[src/rtl/cmp_rr_scheduler_if.sv]
// Request, comparator and response signal bundle for cmp_rr_scheduler.
// The master side is the requester/comparator environment; the slave side is the scheduler.
interface cmp_rr_scheduler_if #(
    parameter int NREQ  = 4,
    parameter int WIDTH = 16
) ();
    logic [NREQ-1:0]           req_valid;
    logic [NREQ-1:0]           req_ready;
    logic [NREQ*(WIDTH+1)-1:0] req_a;
    logic [NREQ*(WIDTH+1)-1:0] req_b;
    logic [WIDTH:0]            cmp_a;
    logic [WIDTH:0]            cmp_b;
    logic                      cmp_greater;
    logic [NREQ-1:0]           rsp_valid;
    logic                      rsp_greater;

    modport master (
        output req_valid,
        output req_a,
        output req_b,
        output cmp_greater,
        input  req_ready,
        input  cmp_a,
        input  cmp_b,
        input  rsp_valid,
        input  rsp_greater
    );

    modport slave (
        input  req_valid,
        input  req_a,
        input  req_b,
        input  cmp_greater,
        output req_ready,
        output cmp_a,
        output cmp_b,
        output rsp_valid,
        output rsp_greater
    );
endinterface

[src/rtl/cmp_rr_scheduler.sv]
// Round-robin scheduler sharing one external registered FP greater-than comparator among NREQ requesters.
// Optional statistics counters (grant_cnt, conflict_cnt) are built when CMP_RR_STAT_EN is defined.
module cmp_rr_scheduler #(
    parameter int NREQ  = 4,
    parameter int WIDTH = 16,
    parameter int LAT   = 3
) (
    input  logic              clk,
    input  logic              rst,
    cmp_rr_scheduler_if.slave bus
`ifdef CMP_RR_STAT_EN
    ,
    output logic [15:0]       grant_cnt,
    output logic [15:0]       conflict_cnt
`endif
);
    localparam int IDXW = (NREQ > 1) ? $clog2(NREQ) : 1;
    localparam int OPW  = WIDTH + 1;
    localparam int TAGD = LAT + 1;

    function automatic logic [NREQ-1:0] idx_onehot(input logic [IDXW-1:0] idx);
        logic [NREQ-1:0] oh;
        oh      = '0;
        oh[idx] = 1'b1;
        return oh;
    endfunction

    logic [IDXW-1:0] rr_ptr_q;
    logic [IDXW-1:0] rr_ptr_d;
    logic            gnt_found_s;
    logic [IDXW-1:0] gnt_idx_s;
    logic [IDXW:0]   cand_s;
    logic [NREQ-1:0] gnt_s;
    logic [OPW-1:0]  sel_a_s;
    logic [OPW-1:0]  sel_b_s;
    logic [OPW-1:0]  cmp_a_q;
    logic [OPW-1:0]  cmp_a_d;
    logic [OPW-1:0]  cmp_b_q;
    logic [OPW-1:0]  cmp_b_d;
    logic [TAGD-1:0] tag_v_q;
    logic [TAGD-1:0] tag_v_d;
    logic [IDXW-1:0] tag_idx_q [TAGD];
    logic [IDXW-1:0] tag_idx_d [TAGD];
    logic [NREQ-1:0] rsp_valid_q;
    logic [NREQ-1:0] rsp_valid_d;
    logic            rsp_greater_q;
    logic            rsp_greater_d;

    // Round-robin search: first valid requester starting at rr_ptr, wrapping modulo NREQ.
    always_comb begin
        gnt_found_s = 1'b0;
        gnt_idx_s   = '0;
        cand_s      = '0;
        for (int k = 0; k < NREQ; k++) begin
            cand_s = {1'b0, rr_ptr_q} + (IDXW+1)'(k);
            if (cand_s >= (IDXW+1)'(NREQ)) begin
                cand_s = cand_s - (IDXW+1)'(NREQ);
            end else begin
                cand_s = cand_s;
            end
            if (!gnt_found_s && bus.req_valid[cand_s[IDXW-1:0]]) begin
                gnt_found_s = 1'b1;
                gnt_idx_s   = cand_s[IDXW-1:0];
            end else begin
                gnt_found_s = gnt_found_s;
            end
        end
    end

    // Grant is held off entirely while reset is asserted.
    always_comb begin
        gnt_s = '0;
        if (rst && gnt_found_s) begin
            gnt_s = idx_onehot(gnt_idx_s);
        end else begin
            gnt_s = '0;
        end
    end

    assign sel_a_s = bus.req_a[gnt_idx_s*OPW +: OPW];
    assign sel_b_s = bus.req_b[gnt_idx_s*OPW +: OPW];

    // Next-state: pointer advance, operand capture, tag shift and response formation.
    always_comb begin
        rr_ptr_d = rr_ptr_q;
        cmp_a_d  = cmp_a_q;
        cmp_b_d  = cmp_b_q;
        if (gnt_found_s) begin
            rr_ptr_d = (gnt_idx_s == IDXW'(NREQ-1)) ? '0 : gnt_idx_s + IDXW'(1);
            cmp_a_d  = sel_a_s;
            cmp_b_d  = sel_b_s;
        end else begin
            rr_ptr_d = rr_ptr_q;
            cmp_a_d  = cmp_a_q;
            cmp_b_d  = cmp_b_q;
        end

        // Tag pipe is one stage deeper than the comparator so its end lines up with cmp_greater.
        tag_v_d      = {tag_v_q[TAGD-2:0], gnt_found_s};
        tag_idx_d[0] = gnt_idx_s;
        for (int s = 1; s < TAGD; s++) begin
            tag_idx_d[s] = tag_idx_q[s-1];
        end

        rsp_valid_d   = '0;
        rsp_greater_d = 1'b0;
        if (tag_v_q[TAGD-1]) begin
            rsp_valid_d   = idx_onehot(tag_idx_q[TAGD-1]);
            rsp_greater_d = bus.cmp_greater;
        end else begin
            rsp_valid_d   = '0;
            rsp_greater_d = 1'b0;
        end
    end

    // State registers with synchronous active-low reset.
    always_ff @(posedge clk) begin
        if (!rst) begin
            rr_ptr_q      <= '0;
            cmp_a_q       <= '0;
            cmp_b_q       <= '0;
            tag_v_q       <= '0;
            for (int s = 0; s < TAGD; s++) begin
                tag_idx_q[s] <= '0;
            end
            rsp_valid_q   <= '0;
            rsp_greater_q <= 1'b0;
        end else begin
            rr_ptr_q      <= rr_ptr_d;
            cmp_a_q       <= cmp_a_d;
            cmp_b_q       <= cmp_b_d;
            tag_v_q       <= tag_v_d;
            for (int s = 0; s < TAGD; s++) begin
                tag_idx_q[s] <= tag_idx_d[s];
            end
            rsp_valid_q   <= rsp_valid_d;
            rsp_greater_q <= rsp_greater_d;
        end
    end

    assign bus.req_ready   = gnt_s;
    assign bus.cmp_a       = cmp_a_q;
    assign bus.cmp_b       = cmp_b_q;
    assign bus.rsp_valid   = rsp_valid_q;
    assign bus.rsp_greater = rsp_greater_q;

`ifdef CMP_RR_STAT_EN
    function automatic logic multi_hot(input logic [NREQ-1:0] vec);
        return (vec & (vec - NREQ'(1))) != '0;
    endfunction

    function automatic logic [15:0] sat_inc(input logic [15:0] cnt, input logic en);
        logic [15:0] res;
        res = cnt;
        if (en && (cnt != 16'hFFFF)) begin
            res = cnt + 16'd1;
        end else begin
            res = cnt;
        end
        return res;
    endfunction

    logic [15:0] grant_cnt_q;
    logic [15:0] grant_cnt_d;
    logic [15:0] conflict_cnt_q;
    logic [15:0] conflict_cnt_d;

    // Saturating grant and contention counters.
    always_comb begin
        grant_cnt_d    = sat_inc(grant_cnt_q, gnt_found_s);
        conflict_cnt_d = sat_inc(conflict_cnt_q, multi_hot(bus.req_valid));
    end

    // Counter registers, cleared by reset.
    always_ff @(posedge clk) begin
        if (!rst) begin
            grant_cnt_q    <= 16'h0000;
            conflict_cnt_q <= 16'h0000;
        end else begin
            grant_cnt_q    <= grant_cnt_d;
            conflict_cnt_q <= conflict_cnt_d;
        end
    end

    assign grant_cnt    = grant_cnt_q;
    assign conflict_cnt = conflict_cnt_q;
`endif
endmodule

[src/flat_wrapper.sv]
// flat-port wrapper written by rule: the top's interface ports become plain ports
module cmp_rr_scheduler_flat 
#(
    parameter int NREQ  = 4,
    parameter int WIDTH = 16,
    parameter int LAT   = 3
)
  (clk, rst, bus_req_valid, bus_req_a, bus_req_b, bus_cmp_greater, bus_req_ready, bus_cmp_a, bus_cmp_b, bus_rsp_valid, bus_rsp_greater);
  cmp_rr_scheduler_if #(.NREQ(NREQ), .WIDTH(WIDTH)) bus_i ();
  input  logic clk;
  input  logic rst;
  input wire logic [$bits(bus_i.req_valid)-1:0] bus_req_valid;
  input wire logic [$bits(bus_i.req_a)-1:0] bus_req_a;
  input wire logic [$bits(bus_i.req_b)-1:0] bus_req_b;
  input wire logic [$bits(bus_i.cmp_greater)-1:0] bus_cmp_greater;
  output wire logic [$bits(bus_i.req_ready)-1:0] bus_req_ready;
  output wire logic [$bits(bus_i.cmp_a)-1:0] bus_cmp_a;
  output wire logic [$bits(bus_i.cmp_b)-1:0] bus_cmp_b;
  output wire logic [$bits(bus_i.rsp_valid)-1:0] bus_rsp_valid;
  output wire logic [$bits(bus_i.rsp_greater)-1:0] bus_rsp_greater;
  assign bus_i.req_valid = bus_req_valid;
  assign bus_i.req_a = bus_req_a;
  assign bus_i.req_b = bus_req_b;
  assign bus_i.cmp_greater = bus_cmp_greater;
  assign bus_req_ready = bus_i.req_ready;
  assign bus_cmp_a = bus_i.cmp_a;
  assign bus_cmp_b = bus_i.cmp_b;
  assign bus_rsp_valid = bus_i.rsp_valid;
  assign bus_rsp_greater = bus_i.rsp_greater;
  cmp_rr_scheduler #(.NREQ(NREQ), .WIDTH(WIDTH), .LAT(LAT)) u_core (.clk(clk), .rst(rst), .bus(bus_i));
endmodule
[config.mk]
export PLATFORM = sky130hd
export DESIGN_NAME = cmp_rr_scheduler_flat
export DESIGN_NICKNAME = d
export VERILOG_FILES = /design/src/rtl/cmp_rr_scheduler_if.sv /design/src/rtl/cmp_rr_scheduler.sv /design/src/flat_wrapper.sv
export SDC_FILE = /design/constraint.sdc
export NUM_CORES = 1
export LEC_CHECK = 0
export ABC_CLOCK_PERIOD_IN_PS = 2000
export CORE_MARGIN = 5
export CORE_UTILIZATION = 58
export CTS_CLUSTER_DIAMETER = 150
export DETAILED_ROUTE_END_ITERATION = 7
export DONT_BUFFER_PORTS = 1
export GPL_TIMING_DRIVEN = 1
export PLACE_DENSITY_LB_ADDON = 0.3
export SYNTH_ARGS = -nofsm -noshare
export SYNTH_HDL_FRONTEND = slang
export SYNTH_SLANG_ARGS = --single-unit
[constraint.sdc]
create_clock -name clk -period 2 [get_ports clk]
set_input_delay 0.3 -clock clk [delete_from_list [all_inputs] [get_ports clk]]
set_output_delay 0.3 -clock clk [all_outputs]
set_load 0.02 [all_outputs]
; Word level (Yosys, flattened, before mapping)
; Memories as Yosys holds them, arrays and structs flattened.
; Index checks and enable logic that the tools add are counted.
[word_totals]
word_cells = 77
mem_count = 1
ram_bits = 8
in_bits = 143
reg_bits = 45
output_inout_bits = 43
[classes]
mul = 1
n_reduce_logical = 10
n_lt_le_gt_ge = 12
eq_ne = 1
bitwise = 4
n_mux = 32
add_sub_neg = 8
shifts = 2
[mem_list]
columns = name, depth, width, read_ports, rd_ports_with_merged_regs, write_ports, line
row1 = u_core.tag_idx_q, 4, 2, 4, 0, 4, cmp_rr_scheduler.sv:42  ; logic [IDXW-1:0] tag_idx_q [TAGD];
[ops]
columns = op, count
row1 = indexed part select 68 x 8 -> 17 bit, 2
row2 = 2-to-1 mux 2 bit, 13
row3 = < comparator 2 x 3 -> 1 bit (second input constant), 6
row4 = 2-to-1 mux 1 bit, 12
row5 = >= comparator 3 bit (second input constant), 3
row6 = binary-select mux 1 bit (select 2 bit), 4
row7 = subtractor 2 x 1 -> 2 bit (second input constant), 4
row8 = multiplier 2 x 5 -> 7 bit (second input constant), 1
row9 = adder 2 x 2 -> 3 bit (second input constant), 2
row10 = logical AND 1 bit, 6
row11 = demux 1 bit (select 2 bit), 2
row12 = >= comparator 2 x 1 -> 1 bit (second input constant), 2
row13 = 2-to-1 mux 4 bit, 1
row14 = OR 1 bit, 4
row15 = adder 2 x 1 -> 3 bit (second input constant), 1
row16 = >= comparator 2 x 3 -> 1 bit (second input constant), 1
row17 = zero test 1 bit, 3
row18 = adder 2 x 1 -> 2 bit (second input constant), 1
row19 = == test 2 bit (second input constant), 1
row20 = AND reduction 2 bit, 1

; Depth between registers and ports, before layout
[logic_depth]
ltp_word = 19
ltp_mapped = 7
mapped_depth_nobuf = 5

; Worst setup path before layout
; Ideal clock, no wire load.
[synth_timing]
path_type = input to output
start = input port bus_req_valid[1]
end = output port bus_req_ready[1]
t_arrival_ps = 1573
t_required_ps = 1700
setup_slack_ps = 127
cell_stages = 6
n_path_buf = 2
cell_sequence = buf_2 buf_2 a21oi_1 o21ai_0 o2bb2a_1 nor3b_1
[synth_via]
elab_chain_cells = 17
elab_cells_between_ends = 29
classes_between = order compare: 2 / mux: 19 / reduce/logical: 8
[synth_lines]
columns = item, line
row1 = start: declaration, flat_wrapper.sv:12  ; input wire logic [$bits(bus_i.req_valid)-1:0] bus_req_valid;
row2 = binary-select mux 1 bit (select 2 bit), cmp_rr_scheduler.sv:61  ; if (!gnt_found_s && bus.req_valid[cand_s[IDXW-1:0]]) begin
row3 = 2-to-1 mux 1 bit (not written as such), cmp_rr_scheduler.sv:61
row4 = 2-to-1 mux 1 bit, cmp_rr_scheduler.sv:61
row5 = zero test 1 bit, cmp_rr_scheduler.sv:61
row6 = logical AND 1 bit, cmp_rr_scheduler.sv:61
row7 = 2-to-1 mux 1 bit, cmp_rr_scheduler.sv:61
row8 = zero test 1 bit, cmp_rr_scheduler.sv:61
row9 = logical AND 1 bit, cmp_rr_scheduler.sv:61
row10 = 2-to-1 mux 1 bit, cmp_rr_scheduler.sv:61
row11 = zero test 1 bit, cmp_rr_scheduler.sv:61
row12 = logical AND 1 bit, cmp_rr_scheduler.sv:61
row13 = 2-to-1 mux 2 bit, cmp_rr_scheduler.sv:61
row14 = < comparator 2 x 3 -> 1 bit (not written as such) / >= comparator 2 x 1 -> 1 bit (equally long branches), cmp_rr_scheduler.sv:24  ; oh[idx] = 1'b1;
row15 = logical AND 1 bit (not written as such), cmp_rr_scheduler.sv:24
row16 = 2-to-1 mux 1 bit (not written as such), cmp_rr_scheduler.sv:24
row17 = demux 1 bit (select 2 bit), -
row18 = 2-to-1 mux 4 bit (*), cmp_rr_scheduler.sv:73  ; if (rst && gnt_found_s) begin
row19 = end: declaration, flat_wrapper.sv:16  ; output wire logic [$bits(bus_i.req_ready)-1:0] bus_req_ready;
; Mark *: on every way between the ends. The rest lies on a longest branch, timed or not. The select of a mux whose other input is x is not followed.

; Worst setup path in the final report
[layout_timing]
start = register u_core.rr_ptr_q[1]
end = output port bus_req_ready[1]
[layout_via]
elab_chain_cells = 19
elab_cells_between_ends = 44
classes_between = add/sub: 7 / order compare: 6 / mux: 23 / reduce/logical: 8
[layout_lines]
columns = item, line
row1 = start: declaration, cmp_rr_scheduler.sv:28  ; logic [IDXW-1:0] rr_ptr_q;
row2 = start signal: assignment, cmp_rr_scheduler.sv:129  ; rr_ptr_q <= rr_ptr_d;
row3 = branches (longest 18 deep; another with adder 2 x 1 -> 3 bit), -
row4 = 2-to-1 mux 4 bit (*), cmp_rr_scheduler.sv:73
; Every way passes the cells marked *. The select of a mux whose other input is x is not followed.

==> results.cfg <==
[outcome]
status = complete, no violations

[global_routing]
grt_pass1_vias = 3199
grt_overflow = 0
grt_use_total_pct = 28.1
grt_max_degree = 52
grt_pass1_wl_um = 16600
antenna_found_initial = 0

[floorplanning]
core.rowCount = 27
die_h_um = 85.2
core-area_um2 = 5510
die_w_um = 85.2
die_area_um2 = 7260
initial_utilization_pct = 59.6
ioPinCount = 186

[logic_synthesis]
postSynthCellCount = 440
yosys.area.top_type = dfxtp_1
yosys-top-cells-area = dfxtp_1, a211oi_1, nand2_1, and3_1, a31oi_1
synth_cell_types = 34
synthesis.area_per_instance_um2 = 7.45
synth_top_cell_area_share_pct = 32.4
synth_seq_cells = 53
ys_seq_area_share_pct = 32.4
yosys_warnings = 0
async_flop_share_pct = 0
synth-main-ff-cell = dfxtp_1
synth_edf_count = 0
syn_nets = 583
netlist_area_um2 = 3280

[clocking]
cts-root-buf = clkbuf_8
cts_buffer_depth = 2
cts_made_buffers = 5
htreeDepth = 2
cts-resized-gates = 2
cts_num_sinks = 53
post_cts_buffers = 0
clk_latency_ns = 0.31
clk_pin_slew_ns = 0.10
cts_tree = yes
postCtsHoldBufs = 0

[power_and_ir_drop]
clkPwrFrac_pct = 25.4
seqPwrFrac_pct = 52.2
leakage_uw = 0.00129
switching_power_uw = 912
p_int_uw = 1640
swShare_pct = 35.8
power_density_nw_per_um2 = 765
power.share.combinational_pct = 22.4
irDropWorstVdd_uv = 464

[final_layout]
layout_common_cells = nand2_1, a211oi_1, dfxtp_1
instances_no_fill = 487
diodes = 0
fill_cells = 521
final_common_cell = nand2_1
drive_gt1_share_pct = 8.92
fin_util_pct = 60.5
area_growth_pct = 1.56
fin_nets = 557
stdcell_area_um2 = 3330

[timing]
final.setup_skew_ns = 0.00394
tns_ns = 0
period_minus_slack_ns = 1.92
max_freq_mhz = 522
slew_violations = 0
setup_viol = 0
tightest_slew_ns = 1.20
finalHoldViolCount = 0
fin_crit_sh_pct = 95.8
rsz0062_at_grt = false
slew_headroom_pct = 19.9

[detailed_routing]
dr.first_iter.drc_count = 262
num_vias = 3371
firstDrtPassIters = 5
post_drt_wl_per_cell_um = 21.7
drt_wl_total_um = 10600
viasPerCell = 6.92
remaining_drc_errors = 0
drtAntennaViolNets = 0

[setup_path]
arrival_ns = 1.62
critPathCaptureType = output port
criticalPathCategory = flip-flop to output port
critPathMaxFanout = 10
cp.required_ns = 1.70
critPathLaunchType = flip-flop

[placed_design]
hpwlAfterDp_um = 7390
numPortBuffers = 0
post_dp_cell_area_um2 = 3220
place.gp.congestion = 0.871
dp_cells = 479

[flow_run]
cap_viol_max_count = 0

[min_path]
min_path_type = primary input to flip-flop
-- synth_stat cells (2+ instances only) --
cell	number
nand2_1	70
a211oi_1	69
dfxtp_1	53
o21ai_0	42
and3_1	37
a31oi_1	34
o21ai_1	28
buf_2	22
clkbuf_1	20
and2_1	11
nor2_1	9
buf_6	8
inv_1	5
nor3_1	4
a21oi_1	3
nand2b_1	3
nor2b_1	3
buf_4	2
o21ai_2	2
-- final cells by class --
type	instances	area, um2	share of cell area (%)
clock buffer	5	68.8	2.07
clock inverter	3	26.3	0.789
timing repair buffer	19	146	4.40
inverter	5	18.8	0.563
tap	72	90.1	2.70
sequential	53	1070	32.0
multi-input combinational	330	1910	57.5
-- metal layers --
metal	global-route usage, %	vias up	routed length [um]
met5	0	-	0
met4	9.50	0	216
met3	7.86	21	1230
met2	45.1	232	5090
met1	36.3	1555	4050
li1	-	1563	-
-- power by group through the flow --
stage	Sequential, uW	Clock (uW)	Combinational [uW]
6_report	1330	648	571
5_1_grt	1340	711	632
4_1_cts	1330	657	563
3_5_place_dp	1350	0	561
3_3_place_gp	1350	0	543
2_1_floorplan	1330	0	491
-- registers in the layout, summed over array words and instances, names as in the netlist --
signal / flops
u_core.tag_v_q: 4
u_core.rr_ptr_q: 2
u_core.tag_idx_q: 8
u_core.bus.rsp_valid: 4
u_core.bus.rsp_greater: 1
u_core.bus.cmp_a: 17
u_core.bus.cmp_b: 17
-- stage by stage --
stage / setup slack, ns / hold WS (ns) / power, uW
6_report: 0.0832 / 0.0902 / 2550
5_1_grt: 0.00169 / 0.0871 / 2680
4_1_cts: 0.0427 / 0.0824 / 2550
3_5_place_dp: 0.208 / 0.421 / 1910
3_3_place_gp: 0.246 / 0.413 / 1890
2_1_floorplan: 0.127 / 0.412 / 1820
-- worst paths after layout --
kind                                                   startpoint                                 to  slack [ns]  depth (start not counted)
worst max-delay path              u_core.rr_ptr_q[1]$_SDFFE_PN0P_                   bus_req_ready[1]        0.08                          5
worst min-delay path                                          rst   u_core.bus.cmp_a[3]$_SDFFE_PN0P_        0.09                          2
worst max register to register    u_core.rr_ptr_q[1]$_SDFFE_PN0P_  u_core.bus.cmp_b[12]$_SDFFE_PN0P_        0.23                          4
worst min register to register  u_core.tag_idx_q[0][1]$_SDFF_PN0_  u_core.tag_idx_q[1][1]$_SDFF_PN0_        0.45                          1
-- critical path: stages, from the launching register on --
cell and delay, ns:
dfxtp_4 0.41, mux2i_1 0.19, nor2_1 0.06, nor3_2 0.25, nor3b_1 0.22, buf_4 0.18
-- logic make-up after synthesis --
group / Yosys count / share of synthesized area, %
multiplexers: 1 / 0.305
buffers and inverters: 57 / 9.42
AND/OR/NAND/NOR: 144 / 21.8
AO/OA/AOI/OAI: 185 / 36.1
flip-flops: 53 / 32.4
(Power assumes the default switching activity.)
